===== src/rtl/rv_pkg.sv =====
// Shared RV32I decode constants: ALU op codes consumed by the execute stage,
// base opcodes, operand-select encodings and the decode FSM state type.
package rv_pkg;

  localparam logic [3:0] ALU_PASS_B   = 4'd0;
  localparam logic [3:0] ALU_B_PLUS4  = 4'd1;
  localparam logic [3:0] ALU_ADD      = 4'd2;
  localparam logic [3:0] ALU_SUB      = 4'd3;
  localparam logic [3:0] ALU_ADD_CLR0 = 4'd4;
  localparam logic [3:0] ALU_SLL      = 4'd5;
  localparam logic [3:0] ALU_SRL      = 4'd6;
  localparam logic [3:0] ALU_SRA      = 4'd7;
  localparam logic [3:0] ALU_SLT      = 4'd8;
  localparam logic [3:0] ALU_SLTU     = 4'd9;
  localparam logic [3:0] ALU_AND      = 4'd10;
  localparam logic [3:0] ALU_OR       = 4'd11;
  localparam logic [3:0] ALU_XOR      = 4'd12;

  localparam logic [6:0] OPC_LUI    = 7'b0110111;
  localparam logic [6:0] OPC_AUIPC  = 7'b0010111;
  localparam logic [6:0] OPC_JAL    = 7'b1101111;
  localparam logic [6:0] OPC_JALR   = 7'b1100111;
  localparam logic [6:0] OPC_BRANCH = 7'b1100011;
  localparam logic [6:0] OPC_LOAD   = 7'b0000011;
  localparam logic [6:0] OPC_STORE  = 7'b0100011;
  localparam logic [6:0] OPC_OPIMM  = 7'b0010011;
  localparam logic [6:0] OPC_OP     = 7'b0110011;
  localparam logic [6:0] OPC_FENCE  = 7'b0001111;

  localparam logic [1:0] ASEL_RS1  = 2'd0;
  localparam logic [1:0] ASEL_PC   = 2'd1;
  localparam logic [1:0] ASEL_ZERO = 2'd2;

  localparam logic BSEL_RS2 = 1'b0;
  localparam logic BSEL_IMM = 1'b1;

  typedef enum logic {
    ST_RUN  = 1'b0,
    ST_TRAP = 1'b1
  } state_t;

endpackage


===== src/rtl/rv_imm_gen.sv =====
// Combinational RV32I immediate builder: produces all five sign-extended
// immediate formats in parallel; the decoder picks one by opcode.
module rv_imm_gen (
  input  logic [31:0] i_instr,
  output logic [31:0] o_imm_i,
  output logic [31:0] o_imm_s,
  output logic [31:0] o_imm_b,
  output logic [31:0] o_imm_u,
  output logic [31:0] o_imm_j
);

  assign o_imm_i = {{20{i_instr[31]}}, i_instr[31:20]};
  assign o_imm_s = {{20{i_instr[31]}}, i_instr[31:25], i_instr[11:7]};
  assign o_imm_b = {{19{i_instr[31]}}, i_instr[31], i_instr[7],
                    i_instr[30:25], i_instr[11:8], 1'b0};
  assign o_imm_u = {i_instr[31:12], 12'b0};
  assign o_imm_j = {{11{i_instr[31]}}, i_instr[31], i_instr[19:12],
                    i_instr[20], i_instr[30:21], 1'b0};

endmodule


===== src/rtl/rv_alu_decode.sv =====
// RV32I decode / ID-EX register: turns a fetched instruction into the
// registered ALU control bundle, with stall/flush and a sticky illegal trap.
module rv_alu_decode
  import rv_pkg::*;
(
  input  logic        clk,
  input  logic        reset,
  input  logic        in_valid,
  input  logic [31:0] instr,
  input  logic [31:0] pc,
  input  logic        stall,
  input  logic        flush,
  output logic        in_ready,
  output logic        out_valid,
  output logic [3:0]  alu_op,
  output logic [1:0]  a_sel,
  output logic        b_sel,
  output logic [31:0] imm,
  output logic [4:0]  rs1,
  output logic [4:0]  rs2,
  output logic [4:0]  rd,
  output logic        rd_we,
  output logic        is_load,
  output logic        is_store,
  output logic        is_branch,
  output logic        is_jump,
  output logic [2:0]  funct3_q,
  output logic        trap
);

  function automatic logic [3:0] alu_from_funct3(input logic [2:0] f3,
                                                  input logic       alt);
    case (f3)
      3'd0:    return alt ? ALU_SUB : ALU_ADD;
      3'd1:    return ALU_SLL;
      3'd2:    return ALU_SLT;
      3'd3:    return ALU_SLTU;
      3'd4:    return ALU_XOR;
      3'd5:    return alt ? ALU_SRA : ALU_SRL;
      3'd6:    return ALU_OR;
      default: return ALU_AND;
    endcase
  endfunction

  logic [6:0]  w_opc_p0;
  logic [2:0]  w_f3_p0;
  logic [6:0]  w_f7_p0;
  logic [4:0]  w_rd_p0;
  logic        w_f7_ok_p0;
  logic [31:0] w_imm_i, w_imm_s, w_imm_b, w_imm_u, w_imm_j;
  logic        w_legal_p0;
  logic [3:0]  w_alu_op_p0;
  logic [1:0]  w_a_sel_p0;
  logic        w_b_sel_p0;
  logic [31:0] w_imm_p0;
  logic        w_wb_p0;
  logic        w_ld_p0, w_st_p0, w_br_p0, w_jp_p0;
  logic        w_unused_pc;

  // pc rides alongside the bundle to EX; decode itself never needs it.
  assign w_unused_pc = ^pc;

  assign w_opc_p0   = instr[6:0];
  assign w_f3_p0    = instr[14:12];
  assign w_f7_p0    = instr[31:25];
  assign w_rd_p0    = instr[11:7];
  assign w_f7_ok_p0 = (w_f7_p0 == 7'h00) ||
                      ((w_f7_p0 == 7'h20) && ((w_f3_p0 == 3'd0) || (w_f3_p0 == 3'd5)));

  rv_imm_gen u_imm_gen (
    .i_instr (instr),
    .o_imm_i (w_imm_i),
    .o_imm_s (w_imm_s),
    .o_imm_b (w_imm_b),
    .o_imm_u (w_imm_u),
    .o_imm_j (w_imm_j)
  );

  always_comb begin
    w_legal_p0  = 1'b0;
    w_alu_op_p0 = ALU_PASS_B;
    w_a_sel_p0  = ASEL_RS1;
    w_b_sel_p0  = BSEL_RS2;
    w_imm_p0    = '0;
    w_wb_p0     = 1'b0;
    w_ld_p0     = 1'b0;
    w_st_p0     = 1'b0;
    w_br_p0     = 1'b0;
    w_jp_p0     = 1'b0;
    case (w_opc_p0)
      OPC_LUI: begin
        w_legal_p0 = 1'b1;
        w_a_sel_p0 = ASEL_ZERO;
        w_b_sel_p0 = BSEL_IMM;
        w_imm_p0   = w_imm_u;
        w_wb_p0    = 1'b1;
      end
      OPC_AUIPC: begin
        w_legal_p0  = 1'b1;
        w_alu_op_p0 = ALU_ADD;
        w_a_sel_p0  = ASEL_PC;
        w_b_sel_p0  = BSEL_IMM;
        w_imm_p0    = w_imm_u;
        w_wb_p0     = 1'b1;
      end
      OPC_JAL: begin
        w_legal_p0  = 1'b1;
        w_alu_op_p0 = ALU_ADD;
        w_a_sel_p0  = ASEL_PC;
        w_b_sel_p0  = BSEL_IMM;
        w_imm_p0    = w_imm_j;
        w_wb_p0     = 1'b1;
        w_jp_p0     = 1'b1;
      end
      OPC_JALR: begin
        w_legal_p0  = (w_f3_p0 == 3'd0);
        w_alu_op_p0 = ALU_ADD_CLR0;
        w_b_sel_p0  = BSEL_IMM;
        w_imm_p0    = w_imm_i;
        w_wb_p0     = 1'b1;
        w_jp_p0     = 1'b1;
      end
      OPC_BRANCH: begin
        w_legal_p0  = (w_f3_p0 != 3'd2) && (w_f3_p0 != 3'd3);
        w_alu_op_p0 = ALU_SUB;
        w_imm_p0    = w_imm_b;
        w_br_p0     = 1'b1;
      end
      OPC_LOAD: begin
        w_legal_p0  = (w_f3_p0 != 3'd3) && (w_f3_p0 != 3'd6) && (w_f3_p0 != 3'd7);
        w_alu_op_p0 = ALU_ADD;
        w_b_sel_p0  = BSEL_IMM;
        w_imm_p0    = w_imm_i;
        w_wb_p0     = 1'b1;
        w_ld_p0     = 1'b1;
      end
      OPC_STORE: begin
        w_legal_p0  = (w_f3_p0 <= 3'd2);
        w_alu_op_p0 = ALU_ADD;
        w_b_sel_p0  = BSEL_IMM;
        w_imm_p0    = w_imm_s;
        w_st_p0     = 1'b1;
      end
      OPC_OPIMM: begin
        // Only the shift-immediates carry a funct7 field; ADDI never becomes SUB.
        w_legal_p0  = ((w_f3_p0 == 3'd1) || (w_f3_p0 == 3'd5)) ? w_f7_ok_p0 : 1'b1;
        w_alu_op_p0 = alu_from_funct3(w_f3_p0, (w_f3_p0 == 3'd5) && (w_f7_p0 == 7'h20));
        w_b_sel_p0  = BSEL_IMM;
        w_imm_p0    = w_imm_i;
        w_wb_p0     = 1'b1;
      end
      OPC_OP: begin
        w_legal_p0  = w_f7_ok_p0;
        w_alu_op_p0 = alu_from_funct3(w_f3_p0, w_f7_p0 == 7'h20);
        w_wb_p0     = 1'b1;
      end
      OPC_FENCE: begin
        w_legal_p0 = 1'b1;
      end
      default: begin
        w_legal_p0 = 1'b0;
      end
    endcase
  end

  state_t      r_state;
  logic        r_vld_p1;
  logic [3:0]  r_alu_op_p1;
  logic [1:0]  r_a_sel_p1;
  logic        r_b_sel_p1;
  logic [31:0] r_imm_p1;
  logic [4:0]  r_rs1_p1, r_rs2_p1, r_rd_p1;
  logic        r_rd_we_p1, r_ld_p1, r_st_p1, r_br_p1, r_jp_p1;
  logic [2:0]  r_f3_p1;

  // ID -> EX register
  always_ff @(posedge clk) begin
    if (reset) begin
      r_state     <= ST_RUN;
      r_vld_p1    <= 1'b0;
      r_alu_op_p1 <= ALU_PASS_B;
      r_a_sel_p1  <= ASEL_RS1;
      r_b_sel_p1  <= BSEL_RS2;
      r_imm_p1    <= '0;
      r_rs1_p1    <= '0;
      r_rs2_p1    <= '0;
      r_rd_p1     <= '0;
      r_rd_we_p1  <= 1'b0;
      r_ld_p1     <= 1'b0;
      r_st_p1     <= 1'b0;
      r_br_p1     <= 1'b0;
      r_jp_p1     <= 1'b0;
      r_f3_p1     <= '0;
    end else if (flush) begin
      r_state  <= ST_RUN;
      r_vld_p1 <= 1'b0;
    end else if (r_state == ST_TRAP) begin
      r_vld_p1 <= 1'b0;
    end else if (!stall) begin
      if (in_valid && !w_legal_p0) begin
        r_state  <= ST_TRAP;
        r_vld_p1 <= 1'b0;
      end else begin
        r_vld_p1    <= in_valid;
        r_alu_op_p1 <= w_alu_op_p0;
        r_a_sel_p1  <= w_a_sel_p0;
        r_b_sel_p1  <= w_b_sel_p0;
        r_imm_p1    <= w_imm_p0;
        r_rs1_p1    <= instr[19:15];
        r_rs2_p1    <= instr[24:20];
        r_rd_p1     <= w_rd_p0;
        r_rd_we_p1  <= w_wb_p0 && (w_rd_p0 != 5'd0);
        r_ld_p1     <= w_ld_p0;
        r_st_p1     <= w_st_p0;
        r_br_p1     <= w_br_p0;
        r_jp_p1     <= w_jp_p0;
        r_f3_p1     <= w_f3_p0;
      end
    end
  end

  assign in_ready  = ~stall;
  assign out_valid = r_vld_p1;
  assign alu_op    = r_alu_op_p1;
  assign a_sel     = r_a_sel_p1;
  assign b_sel     = r_b_sel_p1;
  assign imm       = r_imm_p1;
  assign rs1       = r_rs1_p1;
  assign rs2       = r_rs2_p1;
  assign rd        = r_rd_p1;
  assign rd_we     = r_rd_we_p1;
  assign is_load   = r_ld_p1;
  assign is_store  = r_st_p1;
  assign is_branch = r_br_p1;
  assign is_jump   = r_jp_p1;
  assign funct3_q  = r_f3_p1;
  assign trap      = (r_state == ST_TRAP);

endmodule


===== config.mk =====
export PLATFORM = sky130hd
export DESIGN_NAME = rv_alu_decode
export DESIGN_NICKNAME = d
export VERILOG_FILES = /design/src/rtl/rv_pkg.sv /design/src/rtl/rv_imm_gen.sv /design/src/rtl/rv_alu_decode.sv
export SDC_FILE = /design/constraint.sdc
export NUM_CORES = 1
export LEC_CHECK = 0
export ABC_CLOCK_PERIOD_IN_PS = 1940
export BUFFER_PORTS_ARGS = -buffer_cell sky130_fd_sc_hd__buf_4
export CORE_MARGIN = 5
export CORE_UTILIZATION = 30
export DETAILED_ROUTE_END_ITERATION = 8
export HOLD_SLACK_MARGIN = 0.12
export PLACE_DENSITY = 0.63
export SYNTH_ARGS = -nofsm -noshare
export SYNTH_HDL_FRONTEND = slang
export SYNTH_SLANG_ARGS = --single-unit

===== constraint.sdc =====
create_clock -name clk -period 1.94 [get_ports clk]
set_input_delay 0.194 -clock clk [delete_from_list [all_inputs] [get_ports clk]]
set_output_delay 0.194 -clock clk [all_outputs]
set_load 0.02 [all_outputs]

==> results.cfg, run 1 <==
[outcome]
status = complete, no violations

[setup_path]
endpoint_kind = register
cp-start-kind = input port
worstRegToRegCells = 3
path_cells = dlygate4sd3_1 > buf_4 > or3_1 > or4_1 > a21oi_1
worstPathArrival_ns = 2.16
r2r-end = is_jump
cpMaxStageDelayCell = or4_1
critPathMaxFanout = 11
max_stage_delay_ns = 0.57
crit_end = is_jump
crit_start = flush
r2r_start = trap
r2r_slack_ns = 0.26
required_ns = 2.22
critical_path_class = in -> reg

[sta]
hold_slack_ns = 0.140
fmax_ghz = 0.530
grt_setup_unrepaired = false
hold_violations = 0
fin_crit_ns = 1.89
tightestPinTransition_ns = 0.611
slew_headroom = 0.591
setup_viol = 0
slew_viol_final = 0
skew_ns = 0.00911
finalCritPeriodShare = 0.973

[grt]
grt_pass1_wl_mm = 18.5
gr-total-overflow = 0
grt_max_degree = 59
antenna_found_initial = 0
grt_usage = 0.179
grt_pass1_vias = 3489

[cells_and_area]
syn_to_final_growth_pct = 43.8
area.sequential_um2 = 1280
n_fill_cell = 1110
multi_input_area_um2 = 1770
final_area_um2 = 4690
nNetsFinal = 585
layout-drive-gt1-share = 0.352
diodes = 0

[synthesis]
ys.flop_type = dfxtp_1
synth_cells = 390
syn_area_um2 = 3260
synth_async_sr_flop_share = 0
synth_cell_type_count = 52
syn_avg_cell_area_um2 = 8.36
synth_top_area_share = 0.393
ys_ff_latch = 64
synth_edf_count = 0
mappedNetlistNets = 459
yosysTopAreaCell = dfxtp_1
ys_top_cells_by_area = dfxtp_1 39%, a21oi_1 9.8%, a311oi_2 5.5%
synth_warnings = 0
yosysSeqAreaShare = 0.393
ys_top_cells_by_count = 64 x a21oi_1, 64 x dfxtp_1, 26 x o21ai_0

[place]
gp_congestion = 0.836
port_buffers = 101
post-dp-hpwl_mm = 8.56
place_area_um2 = 4370

[pwr]
ir_drop_v = 0.000243
pwr_density_cell_nw_per_um2 = 684
leakage_nw = 1.79

[floorplanning]
coreArea_um2 = 10700
rows = 38
dieArea_um2 = 13100
dieWidth_um = 114
ios = 134
start_util = 0.303
die_h_um = 114

[clocking]
clk_pin_slew_ns = 0.07
post_cts_buffers = 0
ctsResizeCount = 0
htree_levels = 3
clock-root-buffer = clkbuf_8
numCtsBuffers = 9
cts_tree = done
worst_skew_pair.late_latency_ns = 0.34
ctsLongestPathBuffers = 2
clock_sinks = 64

[route]
via_per_inst = 5.21
drt_first_iter_violations = 228
finalWirelength_mm = 11.4
route.vias.total = 3440
wl_per_cell_um = 17.2
first_pass_iters = 4
postRouteAntennaNets = 0
drc = 0

[worst_hold_path]
hp-class = in -> reg

[run]
cap_viol_max_count = 0
## sequential cells by signal (all words and copies together), names as in the netlist, 2 cells and up
name,count
rs1,5
alu_op,4
rd,5
rs2,5
funct3_q,3
a_sel,2
imm,32
## kinds of logic (layout without fill, tap and decap cells)
logic type,count (synthesis),in the layout,synth area share
buf+inv,46,176,0.0687
mux,1,1,0.00307
simple gates,117,117,0.198
flops,64,64,0.393
xor+xnor,2,2,0.00537
compound gates,160,160,0.332
## metal layers
| layer | global-route usage | part of all wire | up-vias |
|---|---|---|---|
| met2 | 0.281 | 0.46 | 86 |
| li1 | - | - | 1699 |
| met3 | 0.0402 | 0.055 | 6 |
| met4 | 0.0562 | 0.0097 | 0 |
| met1 | 0.245 | 0.47 | 1649 |
| met5 | 0 | 0 | - |
## power breakdown
part / internal [mW] / switching, mW
Sequential: 1.36 / 0.0275
Combinational: 0.269 / 0.346
Clock: 0.718 / 0.488
Total: 2.35 / 0.861
## critical path: cells and delay by family
kind | cells | cell delay [ns]
compound gates | 1 | 0.15
buf+inv | 2 | 0.69
simple gates | 2 | 1.13
## worst min path at each step
stage                     cells after the start         to  slack [ns]       from
after floorplan                               1  out_valid        0.29      flush
after global placement                        2  out_valid        0.41      flush
after detailed placement                      2  out_valid        0.42      flush
after CTS                                     3     rs1[2]        0.12  instr[17]
after global routing                          3     rs2[2]        0.14  instr[22]
final                                         3     imm[9]        0.14  instr[29]
## layout by cell type (no fill, tap or decap), types with 15 or more instances in the layout
master / netlist / final
o21ai_1: 15 / 15
a21oi_1: 64 / 64
nand2_1: 23 / 23
buf_4: 2 / 142
dfxtp_1: 64 / 64
nand3_1: 22 / 22
nor2_1: 16 / 15
nand2b_1: 15 / 15
o21ai_0: 26 / 26
## through the flow
step                      power, mW  utilization  worst slack (ns)  setup TNS, ns  instances
after floorplan                1.74            -             0.165              0        390
after global placement         2.01        0.406           -0.0640          -1.36        633
after detailed placement       2.01        0.406            -0.132          -3.63        633
after CTS                      3.25        0.436            0.0770              0        660
after global routing           3.37        0.436            0.0262              0        660
final                          3.21        0.436            0.0527              0        660
## timing repair
action                                  in CTS  in global routing
endpoints found under the setup margin       0                  0
hold buffers                                12                  0
endpoints found under the hold margin       13                  0
## area by class of cell
cell class	instances	share of cell area
clock buffers	12	0.0288
clock inverters	3	0.0144
inverters	4	0.00320
multi-input cells	280	0.377
flip-flops and latches	64	0.273
well taps	140	0.0374
repair buffers	157	0.266
No activity file was read; power rests on OpenSTA's default activity.
==> run 2: changes to the inputs <==
Settings changed: CTS_BUF_LIST set to sky130_fd_sc_hd__clkbuf_16.
==> results.cfg, run 2 (synthesis results as in run 1) <==
[outcome]
status = complete, no violations

[grt]
antenna_found_initial = 0
grt_usage = 0.179
grt_max_degree = 59
grt_pass1_wl_mm = 18.3
grt_pass1_vias = 3478
gr-total-overflow = 0

[setup_path]
critPathMaxFanout = 11
cpMaxStageDelayCell = dlygate4sd3_1
endpoint_kind = register
path_buf_inv = 2
cp-start-kind = input port
required_ns = 2.20
worstPathArrival_ns = 2.01
crit_family = simple AND/OR/NAND/NOR gates
critical_path_class = in -> reg
path_cells = dlygate4sd3_1 > buf_4 > or3_4 > or4_1 > a21oi_1
max_stage_delay_ns = 0.54

[cells_and_area]
diodes = 0
syn_to_final_growth_pct = 43.7
mostFrequentLayoutCells = 142 x buf_4, 64 x a21oi_1, 64 x dfxtp_1, 26 x o21ai_0, 23 x nand2_1
final_core_util = 0.436
area.sequential_um2 = 1280
final_common_cell = buf_4
largest_register_ffs = 32
n_fill_cell = 1117
layout-drive-gt1-share = 0.361
nNetsFinal = 574
multi_input_area_um2 = 1770

[pwr]
leakage_nw = 1.81
ir_drop_v = 0.000307
pwr_density_cell_nw_per_um2 = 778
power_mw = 3.64

[route]
finalWirelength_mm = 11.4
first_pass_iters = 4
route.vias.total = 3438
via_per_inst = 5.30
drc = 0
postRouteAntennaNets = 0
drt_first_iter_violations = 225
wl_per_cell_um = 17.6

[sta]
slew_headroom = 0.594
slew_viol_final = 0
setup_viol = 0
hold_slack_ns = 0.139
tightestPinTransition_ns = 0.606
hold_violations = 0
skew_ns = 0.00763
finalCritPeriodShare = 0.903
fin_crit_ns = 1.75
fmax_ghz = 0.571
grt_setup_unrepaired = false
tns_ns = 0

[clocking]
worst_skew_pair.late_latency_ns = 0.33
post_cts_buffers = 0
htree_levels = 3
ctsLongestPathBuffers = 2
cts_tree = done
clock_sinks = 64
numCtsBuffers = 9
clk_pin_slew_ns = 0.05
clock-root-buffer = clkbuf_16

[place]
post-dp-hpwl_mm = 8.56
gp_congestion = 0.836
port_buffers = 101

[floorplanning]
die_h_um = 114
rows = 38
dieArea_um2 = 13100
ios = 134
coreArea_um2 = 10700
start_util = 0.303
dieWidth_um = 114

[worst_hold_path]
hp-class = in -> reg

[run]
cap_viol_max_count = 0
-- run 2: where the power goes --
| group | internal, mW | switching [mW] |
|---|---|---|
| clock network | 1.10 | 0.553 |
| registers | 1.36 | 0.0277 |
| logic | 0.256 | 0.343 |
| total | 2.72 | 0.924 |
-- run 2: worst reg2reg max path: stages (launching register included) --
cell and delay [ns]:
dfxtp_1 0.35, or3_4 0.44, or4_1 0.52, a21oi_1 0.15
-- run 2: stage by stage --
stage / std cells / worst slack [ns] / area [um^2]
6_report: 649 / 0.189 / 4690
5_1_grt: 649 / 0.0517 / 4690
3_3_place_gp: 633 / -0.0640 / 4370
3_5_place_dp: 633 / -0.132 / 4370
4_1_cts: 649 / 0.0533 / 4680
2_1_floorplan: 390 / 0.165 / 3260
-- run 2: worst paths after layout --
kind / startpoint / endpoint / slack [ns] / cells after the start
max: flush / is_jump / 0.19 / 5
min: instr[26] / imm[6] / 0.14 / 3
max reg2reg: trap / is_jump / 0.41 / 3
min reg2reg: imm[6] / imm[6] / 0.47 / 2
-- run 2: routing by layer --
metal / vias to the layer above / routed length (um) / GRT usage
li1: 1683 / - / -
met1: 1643 / 5270 / 0.240
met2: 100 / 5310 / 0.281
met3: 12 / 666 / 0.0396
met4: 0 / 182 / 0.0649
met5: - / 0 / 0
-- run 2: layout make-up --
type	count	area share
inverters	4	0.00320
well taps	140	0.0374
flip-flops and latches	64	0.273
multi-input cells	280	0.379
repair buffers	146	0.242
clock buffers	9	0.0481
clock inverters	6	0.0168
-- run 2: timing repair --
item | CTS | global route
hold buffers | 1 | 0
endpoints found under the hold margin | 1 | 0
resized for setup | 0 | 1
endpoints found under the setup margin | 0 | 1
